### src/rtl/debounce_sync.sv
// Debounce and synchronize one raw asynchronous level input into a clean clk-domain level.
// Emits one-cycle rise/fall strobes and a busy flag while a candidate transition is being qualified.
module debounce_sync #(
    parameter int unsigned SYNC_STAGES   = 2,
    parameter int unsigned STABLE_CYCLES = 16,
    parameter int unsigned CNT_WIDTH     = 5
) (
    input  logic clk,
    input  logic async_reset_n,
    input  logic raw_in,
    output logic db_out,
    output logic rise_pulse,
    output logic fall_pulse,
    output logic busy
);

    localparam logic [1:0] ST_LOW     = 2'd0;
    localparam logic [1:0] ST_TO_HIGH = 2'd1;
    localparam logic [1:0] ST_HIGH    = 2'd2;
    localparam logic [1:0] ST_TO_LOW  = 2'd3;

    localparam logic [CNT_WIDTH-1:0] CNT_LAST = CNT_WIDTH'(STABLE_CYCLES - 1);
    localparam logic [CNT_WIDTH-1:0] CNT_ONE  = CNT_WIDTH'(1);

    logic [SYNC_STAGES-1:0] sync_q, sync_d;
    logic                   sync_in;

    logic [1:0]           state_q, state_d;
    logic [CNT_WIDTH-1:0] cnt_q, cnt_d;
    logic                 db_q, db_d;
    logic                 rise_q, rise_d;
    logic                 fall_q, fall_d;
    logic                 busy_q, busy_d;

    // Stage 0 samples raw_in; the FSM only ever looks at the last stage.
    always_comb begin
        sync_d  = {sync_q[SYNC_STAGES-2:0], raw_in};
        sync_in = sync_q[SYNC_STAGES-1];
    end

    always_comb begin
        state_d = state_q;
        cnt_d   = cnt_q;
        db_d    = db_q;
        rise_d  = 1'b0;
        fall_d  = 1'b0;
        case (state_q)
            ST_LOW: begin
                if (sync_in) begin
                    state_d = ST_TO_HIGH;
                    cnt_d   = '0;
                end
            end
            ST_TO_HIGH: begin
                if (!sync_in) begin
                    state_d = ST_LOW;
                    cnt_d   = '0;
                end else if (cnt_q == CNT_LAST) begin
                    state_d = ST_HIGH;
                    cnt_d   = '0;
                    db_d    = 1'b1;
                    rise_d  = 1'b1;
                end else begin
                    cnt_d = cnt_q + CNT_ONE;
                end
            end
            ST_HIGH: begin
                if (!sync_in) begin
                    state_d = ST_TO_LOW;
                    cnt_d   = '0;
                end
            end
            ST_TO_LOW: begin
                if (sync_in) begin
                    state_d = ST_HIGH;
                    cnt_d   = '0;
                end else if (cnt_q == CNT_LAST) begin
                    state_d = ST_LOW;
                    cnt_d   = '0;
                    db_d    = 1'b0;
                    fall_d  = 1'b1;
                end else begin
                    cnt_d = cnt_q + CNT_ONE;
                end
            end
            default: begin
                state_d = ST_LOW;
                cnt_d   = '0;
                db_d    = 1'b0;
            end
        endcase
        // busy is registered alongside the state so it tracks state_q exactly.
        busy_d = (state_d == ST_TO_HIGH) || (state_d == ST_TO_LOW);
    end

    always_ff @(posedge clk or negedge async_reset_n) begin
        if (!async_reset_n) begin
            sync_q  <= '0;
            state_q <= ST_LOW;
            cnt_q   <= '0;
            db_q    <= 1'b0;
            rise_q  <= 1'b0;
            fall_q  <= 1'b0;
            busy_q  <= 1'b0;
        end else begin
            sync_q  <= sync_d;
            state_q <= state_d;
            cnt_q   <= cnt_d;
            db_q    <= db_d;
            rise_q  <= rise_d;
            fall_q  <= fall_d;
            busy_q  <= busy_d;
        end
    end

    assign db_out     = db_q;
    assign rise_pulse = rise_q;
    assign fall_pulse = fall_q;
    assign busy       = busy_q;

endmodule

### config.mk
export PLATFORM = sky130hd
export DESIGN_NAME = debounce_sync
export DESIGN_NICKNAME = d
export VERILOG_FILES = /design/src/rtl/debounce_sync.sv
export SDC_FILE = /design/constraint.sdc
export NUM_CORES = 1
export LEC_CHECK = 0
export CAP_MARGIN = 20
export CORE_AREA = 5 5 42 44
export DETAILED_ROUTE_END_ITERATION = 8
export DIE_AREA = 0 0 47 49
export PLACE_DENSITY_LB_ADDON = 0.12
export RECOVER_POWER = 100
export SKIP_LAST_GASP = 1
export SYNTH_ARGS = -nofsm -noshare
export SYNTH_HDL_FRONTEND = slang
export SYNTH_SLANG_ARGS = --single-unit
### constraint.sdc
create_clock -name clk -period 2.6 [get_ports clk]
set_input_delay 0.52 -clock clk [delete_from_list [all_inputs] [get_ports clk]]
set_output_delay 0.52 -clock clk [all_outputs]
set_load 0.02 [all_outputs]
==> results.md, run 1 <==
- The flow ran to the end, and the final reports show no timing, DRC or antenna violations.
- After synthesis, the cell types taking the most area are dfrtp_1, nand3_1, mux2i_1.
- Of the cells placed in the final design, the portion with a size suffix greater than 1 is 0.0741.
- The cell with the most instances after synthesis is dfrtp_1.
- At the end of routability-driven placement, the weighted congestion stood at 0.761.
- For this run, the total global-route usage over all layers was measured as 0.0836.
- The clock tree skew after final layout is 4.95 ps.
- The overall via count from detail_route is 365.
- The number of antenna cells inserted is 0.
- The post-synthesis net count is 49.
- For the final routed database, the setup TNS stands at 0 ps.
- The headroom to the max-slew limit is 0.643.
- The power per cell area is 583 mW/mm^2.
- Clock-pin slew was measured on the worst setup and hold paths at 70 ps.
- The number of antenna violations at the first check in global routing is 0.
- For this design the top-level I/O count stands at 7.
- Counting flops with an async set or reset pin after synthesis yields a share of 1.00.
- Buffers placed on the I/O ports in this run total 6.
- Once the clock tree was built, the resizer swapped 0 gates to a different size.
- The highest routing layer actually used is met4.
- The data required time at the worst endpoint is 2080 ps.
- The area of the core is 0.00140 mm^2.
- The horizontal die dimension is 47 um.
- Setup repair after global routing left no endpoint under its margin.
- The number of failing setup endpoints in the final timing report is 0.
- The tool flagged a number of max-cap violations equal to 0.
- After the first detailed-routing iteration, the DRC count stood at 9.
- Counting the buffers created by CTS gives 3.
- After detailed routing, the total wire length is 857 um.
- Across the VDD grid, the largest voltage drop is 0.258 mV.
- The wire length per cell after detailed routing is 12.2 um.
- Entering global routing, the biggest net connects 13 pins.
- The area enclosed by the die boundary is 0.00230 mm^2.
- The final HPWL from detailed placement is 654 um.
- The worst setup slack after layout is 575 ps.
- The post-synthesis cell count is 45.
- In the synthesized netlist, the cells that appear most often are dfrtp_1, nand3_1, inv_1.
- The later pin in the worst-skew pair is clocked with a latency of 270 ps.
- The remaining antenna violation count is 0.
- The final period demand of the worst path is 2020 ps.
- For this run, the slowest stage of the critical path takes 730 ps.
- The routed wire length on met2 is 383 um.
- Of the synthesized area, sequential elements account for 0.584.
- Compared with the post-synthesis result, the final layout area differs by 20.2%.
- The combined area of all synthesized cells is 514 um^2.
- The CTS tree is yes.
- The sum of overflow across all layers after global routing is 0.
- The mean cell area of the mapped netlist is 11.4 um^2.
- The number of standard-cell rows in the floorplan is 14.
- The class of the tightest hold or removal check is flip-flop to flip-flop.
- For this run, the leading register cell type out of synthesis is dfrtp_1.
- After the last flow step, the layout net total stands at 59.
- The endpoint class of the critical path is an output pin.
- The setup path with the least slack is of type flip-flop to output pin.
- The cell with the biggest individual delay on the critical path is dlygate4sd3_1.
- Wire segments on met3 add up to 74 um in the final route.
- The family with the most delay on the worst path is buffers and inverters.
- After detailed routing, the number of remaining DRC violations is 0.
- Static timing analysis puts the maximum clock frequency at 494 MHz.
- For this design the static power due to leakage is 0.289 nW.
- The first global-routing pass estimated 1400 um of wire.
- Together, buffers and inverters on the worst path number 1.
- The worst-margin pin slew is 533 ps.
- Measured along the y axis, the die boundary spans 49 um.
- Of the available clock period, the critical path in the final layout requires 0.779.
- The worst-case clock buffer depth is 2.
- The dominant cell type by area after synthesis is dfrtp_1.
- The largest driver fanout on the critical path is 11.
- The total clock sinks is 12.
- The critical path arrival is 1500 ps.
- For this block, wires on met1 add up to 391 um.
- The number of hold-repair buffers added at the cts stage is 0.
- The number of global-route vias before repair was 341.
- The number of register bits inferred by synthesis is 12.
- The count of cell types in the netlist is 22.
- Of the post-synthesis cell area, the dominant cell type holds 0.584.
- At the placement stage, the worst setup path has a slack of 921 ps.
- The startpoint kind of the worst setup timing path is a flip-flop.
- The clock root buffer master is clkbuf_4.
- The first detailed-routing pass took 4 iterations.
- The number of max-slew violations in the final report is 0.
- The yosys synthesis warning count is 0.
- In this run the number of H-tree levels came out at 1.
- The initial cell density of the core is 0.367.
- Using the TritonRoute via totals, the vias-per-cell ratio works out to 5.21.
- In this run, synthesis inferred 0 flip-flops with an integrated enable.
- Buffers added to address setup during post-CTS repair amount to 0.
- The signal on the critical path passes through dlygate4sd3_1.
- The hold violation count in the final report is 0.
flip-flops by register name, indices dropped and copies added, names as in the netlist:
register,cells
state_q,1
cnt_q,5
fall_pulse,1
busy,1
db_out,1
rise_pulse,1
sync_q,2
power by group:
part           internal [mW]  leakage [nW]  switching [mW]  total (mW)
Sequential             0.191         0.159         0.00571       0.197
Clock                 0.0849        0.0210          0.0595       0.144
Combinational        0.00803         0.108          0.0109      0.0189
Total                  0.284         0.289          0.0761       0.361
worst paths after layout:
| path | slack (ps) | cells past startpoint | startpoint | endpoint |
|---|---|---|---|---|
| max | 580 | 1 | busy | busy |
| min | 360 | 0 | sync_q[0] | sync_q[1] |
| max reg2reg | 1280 | 4 | cnt_q[0] | state_q[1] |
| min reg2reg | 360 | 0 | sync_q[0] | sync_q[1] |
| max in group asynchronous | 1580 | 1 | async_reset_n | fall_pulse |
| min in group asynchronous | 660 | 1 | async_reset_n | cnt_q[2] |
per-layer routing:
metal	track usage	vias up
met5	0	-
met3	0.0332	2
met4	0.0415	0
met1	0.108	176
met2	0.118	14
li1	-	173
cell families after synthesis:
logic type,count (synthesis),share of synthesized area
AOI/OAI and AO/OA,7,0.0827
adders and majority gates,1,0.0243
xor gates and xnor gates,3,0.0657
buffers and inverters,5,0.0389
and+or+nand+nor,15,0.165
DFF,12,0.584
muxes,2,0.0389
layout make-up:
class                   instances  area, um^2
inverters                       4        15.0
repair buffers                  6        60.1
fillers                       152         783
flip-flops and latches         12         300
well taps                      16        20.0
clock buffers                   4        36.3
multi-input cells              28         186
metrics by stage:
step | hold WS, ps | total power, mW | utilization | instances | cell area [um^2]
final | 357 | 0.361 | 0.441 | 70 | 618
after global routing | 369 | 0.380 | 0.441 | 70 | 618
after CTS | 363 | 0.367 | 0.446 | 70 | 626
after detailed placement | 346 | 0.222 | 0.421 | 66 | 589
after global placement | 343 | 0.221 | 0.421 | 66 | 589
after floorplan | 224 | 0.211 | - | 45 | 514
placed cells by master (no fill, tap or decap), drive strengths merged:
| master | n |
|---|---|
| dfrtp | 12 |
| nand3 | 6 |
| dlygate4sd3 | 6 |
| inv | 4 |
| clkbuf | 4 |
| o21ai | 3 |
| nand2 | 2 |
| xor2 | 2 |
| mux2i | 2 |
| nor3 | 2 |
| and4b | 1 |
| and2 | 1 |
| nand4b | 1 |
| xnor2 | 1 |
| o32ai | 1 |
| nand2b | 1 |
| or2 | 1 |
| a21boi | 1 |
| a31oi | 1 |
| a21oi | 1 |
| ha | 1 |
No activity file was read; power rests on OpenSTA's default activity.
==> run 2, diff against run 1 <==
==> constraint.sdc (replaced) <==
create_clock -name clk -period 2 [get_ports clk]
set_input_delay 0.4 -clock clk [delete_from_list [all_inputs] [get_ports clk]]
set_output_delay 0.4 -clock clk [all_outputs]
set_load 0.02 [all_outputs]
==> results.md, run 2 (synthesis results as in run 1) <==
- The run finished with clean final reports.
- The number of max-slew violations in the final report is 0 (unchanged).
- The number of flip-flops under the largest register name was 5 (unchanged).
- The number of buffers added on ports is 6 (unchanged).
- The total clock sinks is 12 (unchanged).
- The critical path buffer and inverter count is 1 (unchanged).
- The number of antenna violations at the first check in global routing is 0 (unchanged).
- The share of power burned in registers is 0.547 (about the same).
- The worst setup path is launched from a flip-flop.
- The startpoint identified for the worst register-to-register timing path is cnt_q[0].
- For this design, the slowest cell found on the critical path is clkdlybuf4s50_1.
- The register ranked first by flip-flop count is cnt_q.
- The library cells used most frequently in the layout, excluding fill and tap cells, are dfrtp_1, nand3_1, dlygate4sd3_1, inv_1, clkbuf_4.
- The count of pins on the block boundary is 7 (unchanged).
- The synthesis-to-layout area growth is 20.2% (unchanged).
- The remaining antenna violation count was 0 (unchanged).
- The headroom to the max-slew limit is 0.643 (unchanged).
- The overall routed net length is 857 um (unchanged).
- Walking the worst path, the cells encountered are clkdlybuf4s50_1.
- The count of TritonRoute iterations in the first routing pass came to 4 (unchanged).
- The worst hold-check slack is 357 ps (unchanged).
- The setup slack at placement is 441 ps (-480 ps).
- The worst-case clock buffer depth is 2 (unchanged).
- The startpoint identified for the worst hold timing path is sync_q[0].
- The clock root buffer master is clkbuf_4.
- The data required time at the worst endpoint is 1600 ps (-480 ps).
- The number of standard-cell rows in the floorplan is 14 (unchanged).
- The clock latency of the later-clocked register in the worst-skew pair came to 270 ps (about the same).
- The switching power summed over all nets is 98.9 uW (+30%).
- The sum of overflow across all layers after global routing came to 0 (unchanged).
- The critical path start-end classification is flip-flop to output pin.
- The number of failing setup endpoints in the final timing report is 0 (unchanged).
- The number of global-route vias before repair is 341 (unchanged).
- The final instance area is 618 um^2 (unchanged).
- The number of hold-repair buffers added at the cts stage came to 0 (unchanged).
- The number of H-tree levels came to 1 (unchanged).
- The number of antenna cells inserted was 0 (unchanged).
- The cell area after placement is 589 um^2 (unchanged).
- The buffers inserted during post-CTS setup optimization came to 0 (unchanged).
- The pin count of the biggest net entering global routing was 13 (unchanged).
- The most critical setup path has its startpoint at busy.
- The wire length per cell after detailed routing is 12.2 um (unchanged).
- The net total in the final layout is 59 (unchanged).
- The horizontal die dimension was 47 um (unchanged).
- The number of max-cap violations is 0 (unchanged).
- The fraction of power consumed by the clock network is 0.400 (about the same).
- Grouping stages by cell kind, the critical path spends the most delay in buffers and inverters.
- In the final layout, the registers with the most flip-flops are cnt_q: 5 flops, sync_q: 2 flops.
- The remaining design rule violation count is 0 (unchanged).
- The power per cell area was 759 mW/mm^2 (+30%).
- The area enclosed by the die boundary is 0.00230 mm^2 (unchanged).
- The final HPWL from detailed placement was 654 um (unchanged).
- The highest clock rate is 540 MHz.
- The class of the tightest hold or removal check is flip-flop to flip-flop.
- The switching power as a share of total power is 0.211 (about the same).
- The fraction of layout cells with a size suffix above 1 is 0.0741 (unchanged).
- The leakage dissipation is 0.288 nW (about the same).
- The routed design could run at a clock period as short as 1850 ps.
- The clock tree skew after final layout is 4.95 ps (unchanged).
- The most common cell after layout, fill and taps aside is dfrtp_1.
- The critical path arrival is 1450 ps (-50 ps).
- The wire length of the first global-routing pass is 1400 um (unchanged).
- The overall via count from detail_route is 365 (unchanged).
- The CTS tree is yes.
- The worst-margin pin slew is 533 ps (unchanged).
- The global-route total usage across every layer is 0.0836 (unchanged).
- The worst-case vdd ir drop is 0.336 mV (+30%).
- The final setup TNS came to 0 ps (unchanged).
- The starting DRC count in detailed routing is 9 (unchanged).
- The clock transition at the registers of the reported paths was 70 ps (about the same).
- The number of buffers created by CTS is 3 (unchanged).
- The last weighted congestion value of the routability-driven placer came to 0.761 (about the same).
- Setup repair after global routing left no endpoint under its margin.
- The final period utilization is 0.926.
- The vertical die dimension is 49 um (unchanged).
- The initial cell density of the core is 0.367 (unchanged).
- The worst setup slack after layout was 148 ps (-427 ps).
- The combinational share of power came to 0.053 (about the same).
- The total of cells resized after clock tree synthesis is 0 (unchanged).
- The area of the core is 0.00140 mm^2 (unchanged).
- The peak per-stage delay on the critical path is 670 ps (-60 ps).
- The endpoint class of the critical path is an output pin.
- The minimum setup slack among reg-to-reg paths is 680 ps (-600 ps).
- The largest driver fanout on the critical path is 11 (unchanged).
- The hold violation count in the final report is 0 (unchanged).
- The internal portion of total power was 370 uW (+30%).
- The detailed-route vias per instance is 5.21 (unchanged).
[run 2: final timing paths]
check,endpoint,cells after the start
max in group asynchronous,fall_pulse,1
worst max register to register,state_q[1],4
worst min register to register,sync_q[1],0
worst max-delay path,busy,1
worst min-delay path,sync_q[1],0
min in group asynchronous,cnt_q[2],1
[run 2: final cells by class]
class	count	area [um^2]
fillers	152	783
flip-flops and latches	12	300
multi-input cells	28	186
repair buffers	6	60.1
clock buffers	4	36.3
well taps	16	20.0
inverters	4	15.0
[run 2: power by group through the flow]
stage	clock [mW]	combinational (mW)	sequential, mW
floorplan	0	0.0147	0.260
global placement	0	0.0262	0.261
global route	0.208	0.0283	0.258
finish	0.188	0.0250	0.256
CTS	0.194	0.0268	0.257
detailed placement	0	0.0264	0.262
[run 2: metrics by stage]
step	util	cells	total power, mW
final	0.441	70	0.469
after global routing	0.441	70	0.494
after CTS	0.446	70	0.477
after detailed placement	0.421	66	0.288
after global placement	0.421	66	0.287
after floorplan	-	45	0.274
[run 2: layer usage]
layer	global-route usage	wire, um	vias to the layer above
met5	0	0	-
met4	0.0415	6	0
met3	0.0332	74	2
met2	0.118	383	14
met1	0.108	391	176
li1	-	-	173
==> run 3, diff against run 2 <==
--- a/config.mk
+++ b/config.mk
@@ -6,12 +6,14 @@
 export NUM_CORES = 1
 export LEC_CHECK = 0
 export CAP_MARGIN = 20
-export CORE_AREA = 5 5 42 44
+export CELL_PAD_IN_SITES_DETAIL_PLACEMENT = 1
+export CELL_PAD_IN_SITES_GLOBAL_PLACEMENT = 1
+export CORE_MARGIN = 5
+export CORE_UTILIZATION = 39
 export DETAILED_ROUTE_END_ITERATION = 8
-export DIE_AREA = 0 0 47 49
 export PLACE_DENSITY_LB_ADDON = 0.12
 export RECOVER_POWER = 100
-export SKIP_LAST_GASP = 1
+export SLEW_MARGIN = 20
 export SYNTH_ARGS = -nofsm -noshare
 export SYNTH_HDL_FRONTEND = slang
 export SYNTH_SLANG_ARGS = --single-unit
==> results.md, run 3 (synthesis results as in run 1) <==
- The final design utilization is 0.486 (+0.0451).
- The end point of the most critical hold path is sync_q[1].
- The path length in cells of the critical path is 1 (unchanged).
- The startpoint kind of the worst setup timing path is a flip-flop.
- The final period demand of the worst path is 1860 ps (+12.0 ps).
- The number of standard-cell rows in the floorplan came to 13 (-1).
- The run finished with clean final reports.
- The signal on the critical path passes through clkdlybuf4s50_1.
- The sum of overflow across all layers after global routing is 0 (unchanged).
- The pin count of the biggest net entering global routing is 13 (unchanged).
- The number of antenna violations at the first check in global routing is 0 (unchanged).
- The overall routed net length was 1060 um (+24%).
- The buffers inserted during post-CTS setup optimization was 0 (unchanged).
- The final HPWL from detailed placement came to 792 um (+21%).
- The number of buffers created by CTS came to 3 (unchanged).
- The top cell types in the final layout, fill and taps aside, are dfrtp_1, nand3_1, dlygate4sd3_1, inv_1, clkbuf_4.
- The final setup TNS is 0 ps (unchanged).
- The worst-case vdd ir drop is 0.385 mV (+15%).
- The worst-case clock buffer depth is 2 (unchanged).
- The remaining antenna violation count is 0 (unchanged).
- On the critical path, the stage with the largest delay is an instance of clkdlybuf4s50_1.
- The global-route total usage across every layer came to 0.125 (+0.0417).
- The family with the most delay on the worst path is buffers and inverters.
- The worst hold-check slack came to 368 ps (+11.1 ps).
- The worst hold path depth was 0 (unchanged).
- The final period utilization is 0.932 (+0.00601).
- TritonCTS built the clock tree.
- The number of H-tree levels was 1 (unchanged).
- The last weighted congestion value of the routability-driven placer was 0.779 (+2.3%).
- The initial cell density of the core came to 0.405 (+0.0384).
- The clock root buffer master is clkbuf_4.
- The minimum setup slack among reg-to-reg paths is 680 ps (about the same).
- The critical path in this run is classified as flip-flop to output pin.
- The path class of the tightest hold or removal check is flip-flop to flip-flop.
- The worst-margin pin slew is 520 ps (-13.1 ps).
- The critical path arrival is 1460 ps (about the same).
- Leaving out fill and tap cells, the most frequent cell in the layout is dfrtp_1.
- The number of max-slew violations in the final report came to 0 (unchanged).
- The headroom to the max-slew limit is 0.652 (+0.00878).
- Setup repair after global routing left no endpoint under its margin.
- The number of global-route vias before repair is 420 (+23%).
- The total clock sinks came to 12 (unchanged).
- The data required time at the worst endpoint came to 1600 ps (about the same).
- The final instance area came to 617 um^2 (-0.20%).
- The clock tree skew after final layout is 4.60 ps (-0.354 ps).
- The worst flop-to-flop path endpoint is state_q[1].
- The register ranked first by flip-flop count is cnt_q.
- The clock transition at the registers of the reported paths is 70 ps (about the same).
- The count of TritonRoute iterations in the first routing pass is 4 (unchanged).
- The launch instance of the worst register-to-register path is cnt_q[0].
- The number of max-cap violations is 0 (unchanged).
- The hold violation count in the final report is 0 (unchanged).
- The setup slack at placement was 425 ps (-15.3 ps).
- The largest registers in the layout are cnt_q: 5 flops, sync_q: 2 flops.
- The highest clock rate was 536 MHz (-0.64%).
- The net total in the final layout is 59 (unchanged).
- The number of flip-flops under the largest register name came to 5 (unchanged).
- The area growth from synthesis to layout is 20.0%.
- The number of failing setup endpoints in the final timing report came to 0 (unchanged).
- The number of buffers added on ports is 6 (unchanged).
- The critical path buffer and inverter count is 1 (unchanged).
- The number of antenna cells inserted is 0 (unchanged).
- The fill cell total of the finished layout is 143 (-5.9%).
- The horizontal die dimension is 46.3 um (-1.5%).
- The largest driver fanout on the critical path is 11 (unchanged).
- The cell area after placement was 588 um^2 (-0.21%).
- The number of cells on the worst reg-to-reg path is 4 (unchanged).
- The peak per-stage delay on the critical path is 670 ps (about the same).
- The area enclosed by the die boundary is 0.00214 mm^2 (-6.9%).
- The starting DRC count in detailed routing was 5 (-4).
- The vertical die dimension is 46.3 um (-5.5%).
- The number of hold-repair buffers added at the cts stage is 0 (unchanged).
- In this run the most critical hold path is launched from sync_q[0].
- The overall via count from detail_route is 367 (+0.55%).
- The wire length per cell after detailed routing came to 15.4 um (+25%).
- The wire length of the first global-routing pass came to 1810 um (+30%).
- The clock latency of the later-clocked register in the worst-skew pair was 270 ps (about the same).
- The detailed-route vias per instance came to 5.32 (+2.0%).
- The area of the core is 0.00127 mm^2 (-9.5%).
- The fraction of layout cells with a size suffix above 1 was 0.0741 (unchanged).
- The total of cells resized after clock tree synthesis is 0 (unchanged).
- The power per cell area came to 770 mW/mm^2 (+1.5%).
- The worst setup slack after layout was 136 ps (-12.0 ps).
- The leakage dissipation came to 0.288 nW (unchanged).
- The count of pins on the block boundary came to 7 (unchanged).
- The worst setup path is captured at an output pin.
- The remaining design rule violation count is 0 (unchanged).
## run 3: cell counts in the layout (fill, tap and decap cells not counted)
No cell type changed its count.
## run 3: how the worst max path moves through the flow
| stage | start | endpoint | slack (ps) |
|---|---|---|---|
| final | busy | busy | 140 |
| after global placement | busy | busy | 450 |
| after global routing | busy | busy | 30 |
| after CTS | busy | busy | 120 |
| after detailed placement | busy | busy | 430 |
| after floorplan | cnt_q[0] | state_q[1] | 820 |
## run 3: layout make-up
type | instances | area [um^2] | area share
flip-flops and latches | 12 | 300 | 0.487
multi-input cells | 28 | 186 | 0.302
repair buffers | 6 | 60.1 | 0.0974
clock buffers | 4 | 36.3 | 0.0588
well taps | 15 | 18.8 | 0.0304
inverters | 4 | 15.0 | 0.0243
## run 3: per-layer routing
metal	share of wire	global-route usage	wire length (um)
met1	0.43	0.145	453
met2	0.52	0.195	550
met3	0.048	0.0273	51
met4	0.0038	0.102	4
met5	0	0	0
## run 3: per-stage QoR
| step | std cells | power (mW) |
|---|---|---|
| 2_1_floorplan | 45 | 0.274 |
| 3_3_place_gp | 65 | 0.287 |
| 3_5_place_dp | 65 | 0.289 |
| 4_1_cts | 69 | 0.487 |
| 5_1_grt | 69 | 0.505 |
| 6_report | 69 | 0.475 |
## run 3: power by group
group          internal, mW  leakage [nW]  switching, mW
sequential            0.249         0.159        0.00791
clock                 0.111        0.0210         0.0820
combinational        0.0108         0.108         0.0148
total                 0.370         0.288          0.105
